===== src/rtl/fifo_uart_tx.sv =====
// fifo_uart_tx: pops words from a show-ahead FIFO and sends each as an
// 8N1-style UART frame (start, DATA_WIDTH data bits LSB first, stop).
//
// Ports:
//   clk       - single clock, rising edge
//   reset     - asynchronous, active-high reset
//   en        - allows a new frame to start (never aborts one)
//   fifo_data - head word of the upstream FIFO
//   fifo_val  - upstream FIFO non-empty
//   read      - one-cycle pop strobe, high in the first START cycle
//   tx        - serial line, idle high
//   busy      - high from START through STOP
//   done      - one-cycle pulse on the last STOP cycle
//
// Build option: define FIFO_UART_TX_PARITY_EN to insert an even-parity
// bit between the data bits and the stop bit.

module fifo_uart_tx #(
    parameter int DATA_WIDTH   = 8,
    parameter int CLKS_PER_BIT = 16
) (
    input  logic                  clk,
    input  logic                  reset,
    input  logic                  en,
    input  logic [DATA_WIDTH-1:0] fifo_data,
    input  logic                  fifo_val,
    output logic                  read,
    output logic                  tx,
    output logic                  busy,
    output logic                  done
);

    localparam int BAUD_W = $clog2(CLKS_PER_BIT);
    localparam int IDX_W  = $clog2(DATA_WIDTH + 1);

    localparam logic [BAUD_W-1:0] BAUD_LAST = BAUD_W'(CLKS_PER_BIT - 1);
    localparam logic [IDX_W-1:0]  IDX_LAST  = IDX_W'(DATA_WIDTH - 1);

`ifdef FIFO_UART_TX_PARITY_EN
    typedef enum logic [2:0] {
        S_IDLE,
        S_START,
        S_DATA,
        S_PARITY,
        S_STOP
    } state_t;
`else
    typedef enum logic [2:0] {
        S_IDLE,
        S_START,
        S_DATA,
        S_STOP
    } state_t;
`endif

    state_t                r_state;
    state_t                w_next;
    logic [BAUD_W-1:0]     r_baud;
    logic [IDX_W-1:0]      r_idx;
    logic [DATA_WIDTH-1:0] r_shift;
    logic                  r_read;
`ifdef FIFO_UART_TX_PARITY_EN
    logic                  r_par;
`endif

    logic w_start;
    logic w_bit_end;
    logic w_tx;
    logic w_busy;
    logic w_done;

    assign w_start   = (r_state == S_IDLE) && en && fifo_val;
    assign w_bit_end = (r_baud == BAUD_LAST);

    // State register
    always_ff @(posedge clk or posedge reset) begin
        if (reset) begin
            r_state <= S_IDLE;
        end else begin
            r_state <= w_next;
        end
    end

    // Next state and line outputs
    always_comb begin
        w_next = r_state;
        w_tx   = 1'b1;
        w_busy = 1'b1;
        w_done = 1'b0;
        unique case (r_state)
            S_IDLE: begin
                w_busy = 1'b0;
                if (w_start) begin
                    w_next = S_START;
                end
            end
            S_START: begin
                w_tx = 1'b0;
                if (w_bit_end) begin
                    w_next = S_DATA;
                end
            end
            S_DATA: begin
                w_tx = r_shift[0];
                if (w_bit_end && (r_idx == IDX_LAST)) begin
`ifdef FIFO_UART_TX_PARITY_EN
                    w_next = S_PARITY;
`else
                    w_next = S_STOP;
`endif
                end
            end
`ifdef FIFO_UART_TX_PARITY_EN
            S_PARITY: begin
                w_tx = r_par;
                if (w_bit_end) begin
                    w_next = S_STOP;
                end
            end
`endif
            S_STOP: begin
                w_tx = 1'b1;
                if (w_bit_end) begin
                    w_done = 1'b1;
                    w_next = S_IDLE;
                end
            end
            default: begin
                w_busy = 1'b0;
                w_next = S_IDLE;
            end
        endcase
    end

    // Datapath: baud/bit counters, shift register, pop strobe.
    // The word is captured on the start edge, so later changes on the
    // FIFO side cannot disturb the frame; the pop follows one cycle on.
    always_ff @(posedge clk or posedge reset) begin
        if (reset) begin
            r_baud  <= '0;
            r_idx   <= '0;
            r_shift <= '0;
            r_read  <= 1'b0;
`ifdef FIFO_UART_TX_PARITY_EN
            r_par   <= 1'b0;
`endif
        end else begin
            r_read <= w_start;
            if (r_state == S_IDLE) begin
                r_baud <= '0;
                r_idx  <= '0;
                if (w_start) begin
                    r_shift <= fifo_data;
`ifdef FIFO_UART_TX_PARITY_EN
                    r_par   <= ^fifo_data;
`endif
                end
            end else begin
                if (w_bit_end) begin
                    r_baud <= '0;
                end else begin
                    r_baud <= r_baud + 1'b1;
                end
                if ((r_state == S_DATA) && w_bit_end) begin
                    r_shift <= r_shift >> 1;
                    r_idx   <= r_idx + 1'b1;
                end
            end
        end
    end

    assign read = r_read;
    assign tx   = w_tx;
    assign busy = w_busy;
    assign done = w_done;

endmodule

===== config.mk =====
export PLATFORM = sky130hd
export DESIGN_NAME = fifo_uart_tx
export DESIGN_NICKNAME = d
export VERILOG_FILES = /design/src/rtl/fifo_uart_tx.sv
export SDC_FILE = /design/constraint.sdc
export NUM_CORES = 1
export LEC_CHECK = 0
export ABC_AREA = 1
export CAP_MARGIN = 5
export CELL_PAD_IN_SITES_DETAIL_PLACEMENT = 1
export CELL_PAD_IN_SITES_GLOBAL_PLACEMENT = 2
export CORE_ASPECT_RATIO = 0.9
export CORE_MARGIN = 2
export CORE_UTILIZATION = 29
export CTS_BUF_LIST = sky130_fd_sc_hd__clkbuf_8
export DETAILED_ROUTE_END_ITERATION = 7
export GPL_TIMING_DRIVEN = 0
export PLACE_DENSITY = 0.79
export SYNTH_ARGS = -nofsm -noshare
export SYNTH_HDL_FRONTEND = slang
export SYNTH_SLANG_ARGS = --single-unit

===== constraint.sdc =====
create_clock -name clk -period 1.5 [get_ports clk]
set_clock_uncertainty 0.2 [all_clocks]
set_input_delay 0.15 -clock clk [delete_from_list [all_inputs] [get_ports clk]]
set_output_delay 0.15 -clock clk [all_outputs]
set_load 0.05 [all_outputs]

==> results of run 1 <==
## final timing paths
| kind | to | slack [ps] | depth (start not counted) |
|---|---|---|---|
| worst max-delay path | tx | -170 | 4 |
| worst min-delay path | r_shift[1] | 120 | 2 |
| worst max register to register | r_state[0] | -140 | 9 |
| worst min register to register | r_shift[4] | 270 | 2 |
| max in group asynchronous | r_idx[1] | 500 | 2 |
| min in group clk | r_shift[7] | 240 | 3 |
## metal layers
layer | part of all wire, % | routed length [microns] | vias up
met5 | 0 | 0 | -
met4 | 2.5 | 70 | 0
met3 | 3.7 | 101 | 6
met2 | 49 | 1360 | 21
met1 | 45 | 1230 | 466
li1 | - | - | 478
## power groups by stage
stage               Clock (mW)  Sequential [mW]  Combinational [mW]
global placement             0            0.795                1.20
CTS                      0.373            0.794                1.59
finish                   0.362            0.800                1.77
floorplan                    0            0.790               0.909
global route             0.391            0.826                1.97
detailed placement           0            0.803                1.23
## cell usage after synthesis
library cell	n
buf_2	1
nand2_4	2
nand2_1	61
nand2_2	2
xnor2_1	1
nor2_4	1
buf_4	1
inv_2	1
a31oi_4	1
nand3_4	1
clkinv_1	1
ha_1	7
nand4_1	1
nor2_1	10
xor2_1	1
o21ai_0	4
inv_1	9
clkinv_2	1
dfrtp_1	19
nand3_1	9
## area by class of cell
cell class,count,area [sq um],share of cell area (%)
Clock inverter,1,3.75,0.239
Sequential cell,19,475,30.3
Tap cell,44,55.1,3.51
Buffer,2,22.5,1.44
Clock buffer,3,41.3,2.63
Inverter,12,60.1,3.83
Multi-Input combinational cell,101,638,40.7
Timing Repair Buffer,29,273,17.4
## repair_timing
action,in CTS,in global routing
endpoints found under the hold margin,0,0
gates resized for setup,45,11
endpoints found under the setup margin,21,20
gates cloned,0,0
pin swaps,10,11
setup buffers,11,3
## metrics by stage
stage	hold slack (ps)	std cells	utilization (%)	setup TNS (ps)	setup WS [ps]
after floorplan	-98.9	134	-	-33.3	-4.21
after global placement	247	193	37.5	-4000	-663
final	125	211	45.4	-1520	-167
after global routing	202	211	45.4	-2990	-244
after detailed placement	259	193	37.5	-4650	-678
after CTS	165	208	43.5	-1360	-169
## flip-flops by register name (all words and copies together) (netlist names)
register  flops
r_baud        4
r_idx         4
r_shift       8
r_state       2
read          1
## cell families (layout without fill, tap and decap cells)
| group | after synthesis | in the layout | synth area share [%] |
|---|---|---|---|
| DFF | 19 | 19 | 44.8 |
| AOI/OAI and AO/OA | 5 | 5 | 3.89 |
| adders and majority gates | 7 | 7 | 8.24 |
| buffers and inverters | 14 | 47 | 5.53 |
| and+or+nand+nor | 87 | 87 | 35.9 |
| xor gates and xnor gates | 2 | 2 | 1.65 |
==> results.yml, run 1 <==
setup_path:
  crit_type: "reg2out"
  cpPeakStageDelay_ps: 400
  critPathSlowestCell: "dfrtp_1"
  start_kind: "register"
  reg2reg_from: "r_state[1]"
  worstPathMaxFanout: 3
  worst-path-buf-inv: 2
  cp-end-kind: "output pin"
  worstPathRequired_ps: 1150
  crit_path_cell_trace: "buf_4 -> ha_2 -> o21ai_4 -> buf_6"
  crit_start: "r_state[0]"
  worstPathArrival_ps: 1320
  cpLargestDelayFamily: "flip-flops"
drt:
  drt_wl_total_mm: 2.76
  drc: 0
  wl_per_cell_microns: 13.1
  drt-initial-drc-count: 43
  ant_nets: 0
  firstDrtPassIters: 4
  viasPerCell: 4.60
  vias: 971
timing:
  hold_viol: 0
  rsz0062_at_grt: "yes"
  setup-violations-final: 14
  period_minus_slack_ps: 1670
  slew_headroom_pct: 49.9
  fin_ws_ps: -167
  worstMarginPinSlew_ps: 750
  fmaxAchievable_ghz: 0.600
  period_share_pct: 111
  maxSlewViolCount: 0
logic_synthesis:
  synth_area_leaders: "dfrtp_1 (45%), nand2_1 (22%), ha_1 (8.2%)"
  netlist_area_sq_um: 1060
  ys_ff_latch: 19
  postSynthCellCount: 134
  syn_area_per_cell_sq_um: 7.93
  yosysSeqAreaShare_pct: 44.8
  yosys_warnings: 0
  synth_top_cell_area_share_pct: 44.8
  ys_types: 20
  yosys.area.top_type: "dfrtp_1"
  synth_nets: 153
pwr:
  peakVddDrop_mv: 0.894
  switching_share_pct: 43.9
  power_density_nw_per_um2: 1870
  comb_power_share_pct: 60.4
  p_total_mw: 2.93
  seq_power_share_pct: 27.3
  p_switching_mw: 1.29
  p_int_mw: 1.65
  leakagePower_nw: 0.804
  clkPwrFrac_pct: 12.3
placement:
  place_hpwl_mm: 1.81
  place.gp.congestion: 0.743
  io_buffers: 15
  place_area_sq_um: 1300
outcome:
  failed_checks: "negative setup slack"
  status: "finished with violations"
global_route:
  grt_start_max_net_pins: 20
  grt.overflow.total: 0
  grt_pass1_vias: 974
  grt_pass1_wl_mm: 4.49
  met2_usage_pct: 24.6
  track_usage_pct: 15.2
  use_met3_pct: 4.02
  antenna_found_initial: 0
  top_usage_layer: "met2"
  grt.met1_usage_pct: 19.1
clock_tree:
  max-clock-path-buffers: 2
  clock_latency_ps: 260
  cts_tree: "built"
  clk_pin_slew_ps: 80
  cts_root_buffer: "clkbuf_8"
  cts_buffers: 3
  ctsHoldBuffers: 0
  h-tree-depth: 1
  clock_sinks: 19
die:
  io_pins: 16
  start_util_pct: 30.8
  core_sq_um: 3450
  dieWidth_microns: 67.8
  dieArea_sq_um: 4160
  die_y_microns: 61.4
  num_rows: 20
cells_and_area:
  syn_to_final_growth_pct: 47.7
  final_cell_mix: "nand2_1 (59), dfrtp_1 (19), clkdlybuf4s50_1 (11), buf_4 (11), nand3_1 (8)"
  drive_gt1_share_pct: 30.5
  finalNetCount: 187
  layout_commonest_cell: "nand2_1"
  n_fill_cell: 422
  final_area_sq_um: 1570
  diodes: 0
flow_run:
  max-cap-violations: 0
min_path:
  hold_class: "in2async"
Power figures use the tool's default switching activity.
==> inputs of run 2 (changes only) <==
- CORE_MARGIN: 2 -> default
- CORE_UTILIZATION: 29 -> 34
- PLACE_DENSITY: 0.79 -> 0.87
- clock period: 1.5 -> 1.95 ns (I/O delays scaled with it)
==> run 2 against run 1 <==
Compared with the run above:
- the run now ends clean
- count of clock-buffer cells in the layout unchanged
- first-iteration DRC count down 30%
- combinational power down 49%
- register-to-register slack better by 280 ps
- cell area down 16%
- sequential share of layout area up 5.6 points
- critical endpoint unchanged
- largest power group unchanged
==> results.yml, run 2 (synthesized netlist as in run 1, its figures left out) <==
setup_path:
  crit_type: "reg2out"
  worstPathMaxFanout: 6
  worstPathArrival_ps: 1480
  start_kind: "register"
  cp-end-kind: "output pin"
  worstPathRequired_ps: 1550
die:
  die_y_microns: 55.0
  num_rows: 18
  dieWidth_microns: 60.9
  io_pins: 16
  core_sq_um: 2860
  start_util_pct: 37.1
  dieArea_sq_um: 3350
cells_and_area:
  stdcell_count: 195
  drive_gt1_share_pct: 14.8
  diodes: 0
  largest_reg_flops: 8
  final_cell_mix: "nand2_1 (61), dfrtp_1 (19), clkdlybuf4s50_1 (12)"
  final_area_sq_um: 1320
  finalNetCount: 175
  layout_commonest_cell: "nand2_1"
  syn_to_final_growth_pct: 24.5
  largest-register: "r_shift"
  top_regs: "r_shift x8, r_baud x4, r_idx x4"
drt:
  viasPerCell: 4.59
  drt-initial-drc-count: 30
  firstDrtPassIters: 4
  ant_nets: 0
  drt_wl_total_mm: 2.40
  wl_per_cell_microns: 12.3
  drc: 0
  vias: 895
pwr:
  p_int_mw: 0.974
  seq_power_share_pct: 33.7
  comb_power_share_pct: 50.4
  p_total_mw: 1.79
  power_density_nw_per_um2: 1350
  leakagePower_nw: 0.699
  clkPwrFrac_pct: 15.9
  peakVddDrop_mv: 0.792
  switching_share_pct: 45.5
  p_switching_mw: 0.814
clock_tree:
  clock_latency_ps: 260
  h-tree-depth: 1
  clock_sinks: 19
  clk_pin_slew_ps: 80
  ctsHoldBuffers: 0
  cts_tree: "built"
  max-clock-path-buffers: 2
  cts_root_buffer: "clkbuf_8"
  cts_buffers: 3
global_route:
  grt_pass1_wl_mm: 4.06
  track_usage_pct: 17.5
  antenna_found_initial: 0
  grt_start_max_net_pins: 20
  grt_pass1_vias: 875
  grt.overflow.total: 0
timing:
  slew_headroom_pct: 49.0
  hold_viol: 0
  period_share_pct: 95.9
  worstMarginPinSlew_ps: 764
  fmaxAchievable_ghz: 0.535
  rsz0062_at_grt: "yes"
  setup-violations-final: 0
  maxSlewViolCount: 0
  fin_ws_ps: 79.9
  fin_tns_setup_ps: 0
  period_minus_slack_ps: 1870
placement:
  placed_cells: 189
  io_buffers: 15
  post-place-ws_ps: -332
  place_hpwl_mm: 1.79
  place_area_sq_um: 1260
  place.gp.congestion: 0.712
min_path:
  hold_class: "in2async"
flow_run:
  max-cap-violations: 0
outcome:
  status: "finished clean"
-- run 2: per-layer routing --
| layer | global-route usage (%) | routed length (microns) | vias up |
|---|---|---|---|
| met5 | 0 | 0 | - |
| met4 | 4.55 | 25 | 0 |
| met3 | 5.58 | 82 | 4 |
| met2 | 27.5 | 1130 | 11 |
| met1 | 23.3 | 1170 | 428 |
| li1 | - | - | 452 |
-- run 2: final cells by class --
cell class / instances / area (sq um)
clock buffer: 3 / 41.3
inverter: 12 / 50.0
sequential: 19 / 475
multi-input combinational: 101 / 533
buffer: 2 / 12.5
clock inverter: 1 / 5.00
fill: 360 / 1540
tap: 40 / 50.0
timing repair buffer: 17 / 155
-- run 2: worst max-delay path, stage by stage, from the launching register on --
cell	delay, ps
dfrtp_1	400
inv_1	120
ha_2	290
nand2_1	70
o21ai_1	80
clkbuf_4	250
-- run 2: repair_timing --
action,in CTS,in global routing
buffers inserted,0,2
resized for setup,12,6
endpoints found under the setup margin,3,10
-- run 2: stage by stage --
stage,utilization (%),hold WS (ps)
after floorplan,-,-53.9
after global placement,44.1,248
after detailed placement,44.1,265
after CTS,45.5,214
after global routing,46.2,249
final,46.2,172
-- run 2: worst paths after layout --
| check | startpoint | endpoint | slack, ps | cells past startpoint |
|---|---|---|---|---|
| max | r_state[0] | tx | 80 | 5 |
| min | reset | r_baud[3] | 170 | 2 |
| max reg2reg | r_state[0] | r_shift[5] | 140 | 8 |
| min reg2reg | r_shift[7] | r_shift[7] | 280 | 2 |
| max in group asynchronous | reset | r_shift[0] | 900 | 2 |
| min in group clk | fifo_data[7] | r_shift[7] | 270 | 3 |
-- run 2: power groups by stage --
| stage | Combinational, mW | Clock [mW] | Sequential [mW] |
|---|---|---|---|
| after CTS | 0.866 | 0.300 | 0.608 |
| final | 0.900 | 0.284 | 0.603 |
| after global routing | 1.03 | 0.309 | 0.617 |
| after floorplan | 0.642 | 0 | 0.605 |
| after global placement | 0.860 | 0 | 0.608 |
| after detailed placement | 0.884 | 0 | 0.614 |
==> inputs of run 3 (changes only) <==
- RECOVER_POWER: default -> 50
==> run 3 against run 2 <==
Compared with the run above:
- power barely moved
- maximum frequency unchanged
- first-iteration DRC count did not move
- clock power hardly changed
- cell count unchanged
- sequential share of layout area did not move
- wire length unchanged
- non-clock buffer count stayed put
- setup slack unchanged
- count of clock-buffer cells in the layout unchanged
- register-to-register slack barely moved
- critical path type unchanged
- critical endpoint unchanged
- largest cell class unchanged
- largest power group unchanged
- highest routed layer unchanged
==> results.yml, run 3 (synthesized netlist as in run 1, its figures left out) <==
setup_path:
  critPathSlowestCell: "dfrtp_1"
  worstRegToRegCells: 8
  cpPeakStageDelay_ps: 400
  worst-path-buf-inv: 2
  reg2reg_from: "r_state[0]"
  crit_start: "r_state[0]"
  start_kind: "register"
  rrSetupSlack_ps: 140
  cp-end-kind: "output pin"
  crit_type: "reg2out"
  cpLargestDelayFamily: "flip-flops"
  crit_path_cell_trace: "inv_1 -> ha_2 -> nand2_1 -> o21ai_1 -> clkbuf_4"
  reg2reg_to: "r_shift[5]"
  worstPathMaxFanout: 6
  worstPathArrival_ps: 1480
  worstPathRequired_ps: 1550
die:
  core_sq_um: 2860
  dieWidth_microns: 60.9
  die_y_microns: 55.0
  num_rows: 18
  io_pins: 16
  start_util_pct: 37.1
  dieArea_sq_um: 3350
cells_and_area:
  drive_gt1_share_pct: 14.8
  multi_input_area_sq_um: 533
  top_regs: "r_shift x8, r_baud x4, r_idx x4"
  seqCellArea_sq_um: 475
  final_cell_mix: "nand2_1 (61), dfrtp_1 (19), clkdlybuf4s50_1 (11)"
  diodes: 0
  layout_commonest_cell: "nand2_1"
  syn_to_final_growth_pct: 24.5
  largest-register: "r_shift"
  n_fill_cell: 360
  finalNetCount: 175
  largest_reg_flops: 8
  utilization_pct: 46.2
clock_tree:
  clock_latency_ps: 260
  cts_tree: "built"
  cts_buffers: 3
  clk_pin_slew_ps: 70
  cts_root_buffer: "clkbuf_8"
  clock_sinks: 19
  max-clock-path-buffers: 2
  h-tree-depth: 1
  ctsHoldBuffers: 0
timing:
  fin_ws_ps: 79.9
  fmaxAchievable_ghz: 0.535
  setup-violations-final: 0
  rsz0062_at_grt: "yes"
  maxSlewViolCount: 0
  period_share_pct: 95.9
  slew_headroom_pct: 49.0
  period_minus_slack_ps: 1870
  hold_viol: 0
  worstMarginPinSlew_ps: 764
  fin_tns_setup_ps: 0
outcome:
  status: "finished clean"
placement:
  place.gp.congestion: 0.712
  place_hpwl_mm: 1.79
  post-place-ws_ps: -332
  io_buffers: 15
drt:
  wl_per_cell_microns: 12.3
  drt_wl_total_mm: 2.40
  viasPerCell: 4.59
  drt-initial-drc-count: 30
  drc: 0
  firstDrtPassIters: 4
  ant_nets: 0
  vias: 895
global_route:
  grt.overflow.total: 0
  grt_pass1_vias: 875
  grt_start_max_net_pins: 20
  track_usage_pct: 17.5
  antenna_found_initial: 0
  grt_pass1_wl_mm: 4.06
min_path:
  hold_start: "fifo_data[7]"
  min_to: "r_shift[7]"
  hold_class: "in2reg"
  whs_path_depth: 3
flow_run:
  max-cap-violations: 0
pwr:
  leakagePower_nw: 0.699
  power_density_nw_per_um2: 1350
  p_total_mw: 1.79
  peakVddDrop_mv: 0.793
## run 3: per-stage QoR
step | std cells | instance area [sq um] | hold WS [ps]
after floorplan | 134 | 1060 | -53.9
after global placement | 189 | 1260 | 248
after detailed placement | 189 | 1260 | 265
after CTS | 193 | 1300 | 214
after global routing | 195 | 1320 | 302
final | 195 | 1320 | 270
## run 3: cell type report
cell class                 count  share of cell area, %
buffer                         2                  0.946
clock buffer                   3                   3.12
clock inverter                 1                  0.378
inverter                      12                   3.78
multi-input combinational    101                   40.3
sequential                    19                   36.0
tap                           40                   3.78
timing repair buffer          17                   11.7
## run 3: timing repair
action | in CTS | in global routing
setup buffers | 0 | 2
pin swaps | 0 | 0
resized for setup | 12 | 6
setup endpoints to repair | 3 | 10
## run 3: worst min-delay path: cells and delay by family
family,cells,cell delay (ps)
simple gates,2,100
buf+inv,1,390
## run 3: worst max-delay path by stage
stage | to | slack [ps] | cells past startpoint
2_1_floorplan | tx | 60 | 3
3_3_place_gp | tx | -310 | 5
3_5_place_dp | tx | -330 | 5
4_1_cts | tx | 10 | 5
5_1_grt | tx | -20 | 5
6_report | tx | 80 | 5
## run 3: per-layer routing
| layer | routed length (microns) | up-vias | global-route usage [%] |
|---|---|---|---|
| met5 | 0 | - | 0 |
| met4 | 25 | 0 | 4.55 |
| met3 | 82 | 4 | 5.58 |
| met2 | 1130 | 11 | 27.5 |
| met1 | 1170 | 428 | 23.3 |
| li1 | - | 452 | - |
## run 3: power by group
group | leakage (nW) | switching [mW] | internal (mW)
logic | 0.426 | 0.591 | 0.309
registers | 0.247 | 0.0813 | 0.522
clock network | 0.0255 | 0.142 | 0.142
total | 0.699 | 0.814 | 0.973
